## src/rtl/uart_rx.sv

```systemverilog
// Serial receiver for 8N1-style frames: a 2-flop rx synchronizer feeds a start/data/stop FSM clocked by a 16x s_tick.
// Each completed frame, valid or with a framing error, pulses rx_done_tick one clk after the tick that samples the stop bit.
module uart_rx #(
  parameter int DBIT    = 8,
  parameter int SB_TICK = 16
) (
  input  logic            clk,
  input  logic            reset,
  input  logic            s_tick,
  input  logic            rx,
  output logic [DBIT-1:0] rx_dout,
  output logic            rx_done_tick,
  output logic            frame_err,
  output logic            rx_busy
);

  localparam int NW = (DBIT > 1) ? $clog2(DBIT) : 1;

  typedef enum logic [1:0] {
    IDLE  = 2'd0,
    START = 2'd1,
    DATA  = 2'd2,
    STOP  = 2'd3
  } state_t;

  state_t          state_q, state_d;
  logic            rx_meta_q, rx_s_q;
  logic [4:0]      s_q, s_d;
  logic [NW-1:0]   n_q, n_d;
  logic [DBIT-1:0] b_q, b_d;
  logic [DBIT-1:0] dout_q, dout_d;
  logic            done_q, done_d;
  logic            ferr_q, ferr_d;

  always_ff @(posedge clk) begin
    if (reset) begin
      rx_meta_q <= 1'b1;
      rx_s_q    <= 1'b1;
      state_q   <= IDLE;
      s_q       <= '0;
      n_q       <= '0;
      b_q       <= '0;
      dout_q    <= '0;
      done_q    <= 1'b0;
      ferr_q    <= 1'b0;
    end else begin
      rx_meta_q <= rx;
      rx_s_q    <= rx_meta_q;
      state_q   <= state_d;
      s_q       <= s_d;
      n_q       <= n_d;
      b_q       <= b_d;
      dout_q    <= dout_d;
      done_q    <= done_d;
      ferr_q    <= ferr_d;
    end
  end

  always_comb begin
    state_d = state_q;
    s_d     = s_q;
    n_d     = n_q;
    b_d     = b_q;
    dout_d  = dout_q;
    ferr_d  = ferr_q;
    done_d  = 1'b0;
    case (state_q)
      // Start detection is not tick-gated, so the half-bit count begins on the first low clk.
      IDLE: begin
        if (!rx_s_q) begin
          state_d = START;
          s_d     = '0;
        end
      end
      START: begin
        if (s_tick) begin
          if (s_q == 5'd7) begin
            if (!rx_s_q) begin
              state_d = DATA;
              s_d     = '0;
              n_d     = '0;
            end else begin
              state_d = IDLE;
            end
          end else begin
            s_d = s_q + 5'd1;
          end
        end
      end
      DATA: begin
        if (s_tick) begin
          if (s_q == 5'd15) begin
            s_d = '0;
            b_d = {rx_s_q, b_q[DBIT-1:1]};
            if (n_q == NW'(DBIT - 1)) begin
              state_d = STOP;
            end else begin
              n_d = n_q + NW'(1);
            end
          end else begin
            s_d = s_q + 5'd1;
          end
        end
      end
      STOP: begin
        if (s_tick) begin
          if (s_q == 5'(SB_TICK - 1)) begin
            dout_d  = b_q;
            ferr_d  = ~rx_s_q;
            done_d  = 1'b1;
            state_d = IDLE;
          end else begin
            s_d = s_q + 5'd1;
          end
        end
      end
      default: state_d = IDLE;
    endcase
  end

  assign rx_dout      = dout_q;
  assign rx_done_tick = done_q;
  assign frame_err    = ferr_q;
  assign rx_busy      = (state_q != IDLE);

endmodule

```

## config.mk

```make
export PLATFORM = sky130hd
export DESIGN_NAME = uart_rx
export DESIGN_NICKNAME = d
export VERILOG_FILES = /design/src/rtl/uart_rx.sv
export SDC_FILE = /design/constraint.sdc
export NUM_CORES = 1
export LEC_CHECK = 0
export CORE_ASPECT_RATIO = 1.2
export CORE_MARGIN = 5
export CORE_UTILIZATION = 35
export CTS_BUF_LIST = sky130_fd_sc_hd__clkbuf_4
export DETAILED_ROUTE_END_ITERATION = 10
export GPL_ROUTABILITY_DRIVEN = 0
export PLACE_DENSITY = 0.62
export SLEW_MARGIN = 20
export SYNTH_ARGS = -nofsm -noshare
export SYNTH_HDL_FRONTEND = slang
export SYNTH_SLANG_ARGS = --single-unit
export TNS_END_PERCENT = 100
```

## constraint.sdc

```tcl
create_clock -name clk -period 3.8 [get_ports clk]
set_input_delay 0.76 -clock clk [delete_from_list [all_inputs] [get_ports clk]]
set_output_delay 0.76 -clock clk [all_outputs]
set_load 0.02 [all_outputs]
```

**Word level (Yosys, flattened, before mapping)**

Cells that the tools add are included.

- Register bits: 30
- Latch bits: 0
- RAM bits: 0
- ROM bits: 0
- Bits of input ports: 4
- Output and inout port bits: 11
- Memories: 0

- Add/subtract/negate cells: 2
- Multiply operators: 0
- Div/mod/pow operators: 0
- Magnitude comparators: 0
- Eq/ne operators: 17
- Shift-type cells: 0
- Multiplexer cells: 26
- Bitwise operators: 3
- Reductions and logical operators: 9

Operators by type and width:

| kind | number |
|---|---|
| two-way mux 5 bit | 7 |
| != test 2 bit (second input constant) | 11 |
| case mux 5 bit (4 select lines) | 1 |
| two-way mux 2 bit | 9 |
| two-way mux 3 bit | 6 |
| case mux 2 bit (4 select lines) | 1 |
| AND reduction 8 bit | 1 |
| AND reduction 7 bit | 1 |
| case mux 3 bit (2 select lines) | 1 |
| AND reduction 3 bit | 2 |
| adder 5 x 1 -> 5 bit (second input constant) | 1 |
| == test 5 x 3 -> 1 bit (second input constant) | 1 |
| == test 5 x 4 -> 1 bit (second input constant) | 1 |
| == test 2 bit (second input constant) | 2 |
| AND reduction 4 bit | 1 |
| nonzero test 2 bit | 2 |
| adder 3 x 1 -> 3 bit (second input constant) | 1 |
| == test 3 bit (second input constant) | 1 |
| NOT 1 bit | 3 |
| OR reduction 3 bit | 1 |
| == test 2 x 1 -> 1 bit (second input constant) | 1 |
| logical NOT 2 bit | 1 |
| two-way mux 1 bit | 1 |

**Depth between registers and ports, before layout**

Gate-level depths: netlist of run 1.

- Depth in word-level cells: 5
- Depth in mapped cells: 8
- Depth with buffers taken out: 7

**Worst setup path after synthesis of run 1**

No wires, ideal clock.

- Path type: register to register
- Start point: register s_q[0]
- End point: register n_q[1]
- Arrival: 1.832 ns
- Data required time: 3.730 ns
- Path slack: 1.897 ns
- Cell stages (with the launch flop): 8
- Buffers on the path: 0
- Period minus slack after synthesis: 1.903 ns
- Cells stage by stage: dfxtp_1 > ha_1 > and3_1 > ha_1 > nand2_2 > o2bb2ai_2 > or4_1 > a21oi_1

- Cells in the longest elaborated chain, start to end: 3
- Elaborated cells on any way between the ends: 5

RTL lines:

| what | line | RTL |
|---|---|---|
| start, declared | 28 | `logic [4:0] s_q, s_d;` |
| start signal, assigned | 40 | `s_q <= '0;` |
| start signal, assigned | 50 | `s_q <= s_d;` |
| == test 5 x 4 -> 1 bit or == test 5 x 3 -> 1 bit (tied branches) | 92, 77 |  |
| != test 2 bit (no source line) | - |  |
| AND reduction 7 bit (no source line) (*) | - |  |
| end signal, assigned | 51 | `n_q <= n_d;` |
| end, declared | 29 | `logic [NW-1:0] n_q, n_d;` |

Every way passes the cells marked *; elsewhere a longest branch is shown, timed or not.
A chain may end at the register's enable or synchronous reset.

**Worst setup path in the final report of run 1**

- Start point: register state_q[0]
- End point: output port rx_busy

- Cells in the longest elaborated chain, start to end: 1

RTL lines:

| what | line | RTL |
|---|---|---|
| start, declared | 26 | `state_t state_q, state_d;` |
| start signal, assigned | 49 | `state_q <= state_d;` |
| nonzero test 2 bit | 124 | `assign rx_busy = (state_q != IDLE);` |
| end, declared | 14 | `output logic rx_busy` |

Every way passes these cells.

==> metrics.md, run 1 <==
| Metric | Value |
|---|---|
| Largest family of logic cells by synthesized area | simple AND/OR/NAND/NOR gates |
| R2R setup slack | 1570 ps |
| Post-CTS Setup Bufs | 0 |
| Via-per-instance ratio | 5.08 |
| GRT Total Usage | 0.123 |
| Wire length on met2 | 1360 µm |
| DRC | 0 |
| RSZ-0062 raised after global routing | no |
| Met3 wire len | 137 µm |
| Share of post-route cells with drive strength above 1 | 0.115 |
| Antenna violations before repair | 0 |
| Routed vias | 1148 |
| Routed wire per std cell | 12.5 µm |
| Final Non-Filler Cells | 226 |
| Die width | 67.0 µm |
| Synth Register Bits | 30 |
| Final Max Slew Viols | 0 |
| F_max | 0.372 GHz |
| Starting Density | 0.369 |
| Actual slew at the worst max-slew pin | 645 ps |
| Yosys top cell by area | dfxtp_1 |
| DIE AREA | 5250 µm² |
| Clock sink total | 30 |
| CTS buffer count | 5 |
| WP data required | 3040 ps |
| Iter 0 DRT Violations | 55 |
| Pwr/cell area | 369 nW/µm² |
| Sequential cell area | 601 µm² |
| CTS tree | yes |
| Number of flops mapped to enable cells by yosys | 0 |
| P_leak | 0.562 nW |
| Pwr Total | 0.000599 W |
| Crit-path max cell delay | 610 ps |
| CP Capture Type | output pin |
| Multi-input gate area | 699 µm² |
| Peak VDD IR | 0.173 mV |
| Share of the synthesized area in the top cell type | 0.441 |
| Startpoint Class | flop |
| Post-CTS sizing | 0 |
| Critical Path, Cell by Cell | inv_1 -> nand2_1 -> clkdlybuf4s50_1 |
| Remaining antenna violation count after routing | 0 |
| Cell Rows | 24 |
| Post-synthesis cell area | 1360 µm² |
| CTS Hold Bufs | 0 |
| Final hold vios | 0 |
| Clock Latency Late Sink | 330 ps |
| Root Buffer | clkbuf_4 |
| Core ar. | 3690 µm² |
| Worst-case clock buffer depth | 2 |
| Total of max-cap violations | 0 |
| Class of the worst hold path | reg -> reg |
| Fin crit share | 0.708 |
| Critical Path AT | 1930 ps |
| Fin Clk Skew | 13.7 ps |
| Routed WL | 2830 µm |
| Adder-cell share of the synthesized area | 0.0459 |
| Most frequent cells after synthesis | nand2_1, dfxtp_1, a21oi_1 |
| # diodes | 0 |
| Reg clk slew, reported paths | 110 ps |
| Nets | 182 |
| H-tree levels | 2 |
| Layout Cell Area excl Fill | 1630 µm² |
| Average size of a mapped cell | 8.62 µm² |
| Syn nets | 167 |
| Simple-gate area share of the yosys netlist | 0.243 |
| CP max stage cell | dfxtp_1 |
| Setup TNS | 0 ps |
| Compound-cell area share of the yosys netlist | 0.210 |
| Placed cell count | 218 |
| Seq/Total Area, Yosys | 0.441 |
| Synth Warn # | 0 |
| Post-Syn Instances | 158 |
| I/O pin cnt | 15 |
| Kind of critical path | reg -> out |
| Vias in the first global route | 1116 |
| Slew HR | 0.568 |
| Final core utilization | 0.440 |
| Fill count | 384 |
| Pre-antenna DRT Iters | 4 |
| Top FF cell, synth | dfxtp_1 |
| First-pass GRT wire length | 4950 µm |
| DP HPWL | 2020 µm |
| Die height | 78.4 µm |
| Largest net degree at the start of global routing | 20 |
| Wl on met1 | 1290 µm |
| Most common cell in the netlist | nand2_1 |
| Layout area overhead | 19.3% |
| Final count of negative-setup-slack endpoints | 0 |
| Xor and xnor area share after synthesis | 0.00643 |
| Status | complete, no violations |
| Critical path peak fanout | 12 |
| Mux cell area share after synthesis | 0.00735 |
| DP Area | 1540 µm² |
| Highest routed layer | met4 |
| Crit path time final | 2690 ps |
| # port buffers | 14 |
| Ys async rst share | 0 |
| Total congestion overflow | 0 |
| Cell variety after synth | 41 |
| Synth top area cells | dfxtp_1, nand2_1, a21oi_1 |
[final cells by class]
cell class,instances,share of cell area
Multi-Input combinational cell,113,0.430
Sequential cell,30,0.370
Timing Repair Buffer,15,0.0908
Tap cell,52,0.0400
Clock inverter,3,0.0277
Clock buffer,5,0.0231
Inverter,8,0.0185
[kinds of logic (layout without fill, tap and decap cells)]
kind of cell             count (synthesis)  in the layout
AO/OA/AOI/OAI                           43             43
XOR/XNOR                                 1              1
adder cells (fa/ha/maj)                  5              5
buffers and inverters                   15             31
flip-flops                              30             30
multiplexers                             1              1
AND/OR/NAND/NOR                         63             63
[sequential cells by signal, indices dropped and copies added (netlist names), named ones only]
signal	cells
b_q	8
rx_dout	8
s_q	5
n_q	3
frame_err	1
rx_done_tick	1
rx_meta_q	1
rx_s_q	1
state_q	1
[power by group]
group	leakage, nW	switching (W)	internal [W]	total, W
clock	0.0374	0.000117	0.000138	0.000255
sequential	0.242	0.00000365	0.000316	0.000320
combinational	0.282	0.0000146	0.00000983	0.0000244
total	0.562	0.000135	0.000464	0.000599
[final timing paths]
check / startpoint / to / depth (start not counted)
worst max-delay path: state_q[0]$_SDFFE_PP0P_ / rx_busy / 3
worst min-delay path: rx_meta_q$_SDFF_PP1_ / rx_s_q$_SDFF_PP1_ / 1
worst max register to register: s_q[0]$_SDFFE_PP0P_ / n_q[0]$_SDFFE_PP0P_ / 7
worst min register to register: rx_meta_q$_SDFF_PP1_ / rx_s_q$_SDFF_PP1_ / 1
[layout by cell type (no fill, tap or decap), drive strengths merged, types with 3 or more instances in the layout]
cell type      count
dfxtp             30
nand2             35
o211ai             3
a21oi             24
ha                 5
clkbuf             5
or2                3
clkdlybuf4s50     14
o21ai              3
nor3b              3
inv                8
nor2               7
[worst max-delay path, delay by kind of cell, from the launching register on]
kind                   cells  cell delay [ps]
flip-flops                 1              610
AND/OR/NAND/NOR            1              120
buffers and inverters      2              870
[layer usage]
layer	GRT usage	vias up
li1	-	579
met1	0.145	540
met2	0.201	25
met3	0.0486	4
met4	0.0446	0
met5	0	-
[per-stage QoR]
stage | setup slack [ps] | hold WS [ps]
6_report | 1110 | 425
5_1_grt | 1010 | 448
4_1_cts | 1130 | 431
3_5_place_dp | 1280 | 403
3_3_place_gp | 1330 | 394
2_1_floorplan | 1900 | 389
Note: power is estimated with default switching activity, not from simulation.
==> run 2, diff against run 1 <==
==> constraint.sdc (replaced) <==
create_clock -name clk -period 2.81 [get_ports clk]
set_input_delay 0.562 -clock clk [delete_from_list [all_inputs] [get_ports clk]]
set_output_delay 0.562 -clock clk [all_outputs]
set_load 0.02 [all_outputs]
==> metrics.md, run 2 (synthesized netlist as in run 1, its figures left out) <==
| Metric | Value |
|---|---|
| DP HPWL | 1960 µm (-2.9%) |
| Layout area overhead | 18.5% |
| Pre-antenna DRT Iters | 4 (unchanged) |
| Clock network power share | 0.410 (-0.016) |
| Reg clk slew, reported paths | 90 ps (-20 ps) |
| RSZ-0062 raised after global routing | no |
| DIE AREA | 5250 µm² (unchanged) |
| Routed wire per std cell | 12.4 µm (-0.80%) |
| Startpoint Class | flop |
| Die width | 67.0 µm (unchanged) |
| Share of post-route cells with drive strength above 1 | 0.104 (-0.0109) |
| Antenna violations before repair | 0 (unchanged) |
| Cell Rows | 24 (unchanged) |
| CP Capture Type | output pin |
| Pre-CTS setup slack | 567 ps (-717 ps) |
| Post-CTS sizing | 0 (unchanged) |
| Routed vias | 1140 (-0.70%) |
| Layout Cell Area excl Fill | 1610 µm² (-0.69%) |
| Sw Ratio | 0.213 (-0.0130) |
| Fin Hold WS | 426 ps (+1.16 ps) |
| Multi-input gate area | 699 µm² (unchanged) |
| CTS tree | yes |
| H-tree levels | 2 (unchanged) |
| Actual slew at the worst max-slew pin | 517 ps (-129 ps) |
| # port buffers | 14 (unchanged) |
| Starting Density | 0.369 (unchanged) |
| Critical Path AT | 1880 ps (-50 ps) |
| Critical path peak fanout | 12 (unchanged) |
| Total of max-cap violations | 0 (unchanged) |
| DP Area | 1540 µm² (unchanged) |
| Setup TNS | 0 ps (unchanged) |
| WP data required | 2250 ps (-790 ps) |
| Clock sink total | 30 (unchanged) |
| Reg power frac | 0.548 (+0.014) |
| Net load switching power | 0.000168 W (+24%) |
| Worst-case clock buffer depth | 2 (unchanged) |
| Logic pwr share | 0.041 (about the same) |
| Most frequent cells in the layout | nand2_1, dfxtp_1, a21oi_1 |
| Sequential cell area | 601 µm² (unchanged) |
| Status | complete, no violations |
| Placed cell count | 218 (unchanged) |
| Cell-internal power | 0.000621 W (+34%) |
| Peak VDD IR | 0.206 mV (+19%) |
| GRT Total Usage | 0.120 (-0.00295) |
| Setup ws final | 367 ps (-743 ps) |
| Final Non-Filler Cells | 225 (-0.44%) |
| Remaining antenna violation count after routing | 0 (unchanged) |
| CTS buffer count | 5 (unchanged) |
| Slew HR | 0.654 (+0.0859) |
| Fin crit share | 0.869 |
| Final count of negative-setup-slack endpoints | 0 (unchanged) |
| Via-per-instance ratio | 5.07 (-0.26%) |
| Clock Latency Late Sink | 320 ps (about the same) |
| Leading cell type in the layout, fill and taps excluded | nand2_1 |
| # diodes | 0 (unchanged) |
| Fill count | 369 (-3.9%) |
| P_leak | 0.563 nW (+0.23%) |
| CTS Hold Bufs | 0 (unchanged) |
| Iter 0 DRT Violations | 35 (-36%) |
| F_max | 0.409 GHz |
| Hold path depth | 1 (unchanged) |
| Pwr/cell area | 488 nW/µm² (+32%) |
| Vias in the first global route | 1076 (-3.6%) |
| Final Max Slew Viols | 0 (unchanged) |
| Fin Clk Skew | 5.89 ps (-7.79 ps) |
| Root Buffer | clkbuf_4 |
| Core ar. | 3690 µm² (unchanged) |
| DRC | 0 (unchanged) |
| Routed WL | 2800 µm (-1.2%) |
| I/O pin cnt | 15 (unchanged) |
| Kind of critical path | reg -> out |
| Class of the worst hold path | reg -> reg |
| First-pass GRT wire length | 4860 µm (-1.8%) |
| Largest net degree at the start of global routing | 29 (+45%) |
| Nets | 182 (unchanged) |
| Total congestion overflow | 0 (unchanged) |
| Die height | 78.4 µm (unchanged) |
| Final hold vios | 0 (unchanged) |
| Worst R2R Path Depth | 7 (unchanged) |
| Crit path time final | 2440 ps |
| Post-CTS Setup Bufs | 0 (unchanged) |
-- run 2: final timing paths --
| path | to | from | slack, ps |
|---|---|---|---|
| hold / removal | rx_s_q$_SDFF_PP1_ | rx_meta_q$_SDFF_PP1_ | 430 |
| hold reg to reg | rx_s_q$_SDFF_PP1_ | rx_meta_q$_SDFF_PP1_ | 430 |
| setup reg to reg | n_q[1]$_SDFFE_PP0P_ | s_q[0]$_SDFFE_PP0P_ | 600 |
| setup / recovery | rx_busy | state_q[0]$_SDFFE_PP0P_ | 370 |
-- run 2: area by class of cell --
cell class / count / area share
sequential: 30 / 0.372
clock buffer: 5 / 0.0233
clock inverter: 2 / 0.0209
inverter: 8 / 0.0186
tap: 52 / 0.0403
timing repair buffer: 15 / 0.0915
multi-input combinational: 113 / 0.433
-- run 2: stage by stage --
stage | utilization | power, W
2_1_floorplan | - | 0.000463
3_3_place_gp | 0.418 | 0.000474
6_report | 0.437 | 0.000788
4_1_cts | 0.437 | 0.000799
3_5_place_dp | 0.418 | 0.000474
5_1_grt | 0.437 | 0.000821
-- run 2: routing by layer --
layer | vias up | wire [µm] | global-route usage
met5 | - | 0 | 0
met4 | 0 | 85 | 0.0690
met3 | 9 | 103 | 0.0314
met2 | 19 | 1330 | 0.198
met1 | 531 | 1270 | 0.138
li1 | 581 | - | -
-- run 2: power by group through the flow --
stage / Clock (W) / Combinational (W) / Sequential (W)
4_1_cts: 0.000334 / 0.0000327 / 0.000432
3_3_place_gp: 0 / 0.0000319 / 0.000442
3_5_place_dp: 0 / 0.0000326 / 0.000442
6_report: 0.000324 / 0.0000327 / 0.000432
2_1_floorplan: 0 / 0.0000244 / 0.000439
5_1_grt: 0.000352 / 0.0000360 / 0.000433
-- run 2: worst max-delay path, stage by stage, from the launching register on --
cell and delay [ps]:
dfxtp_1 590, inv_1 250, nand2_1 110, clkdlybuf4s50_1 610
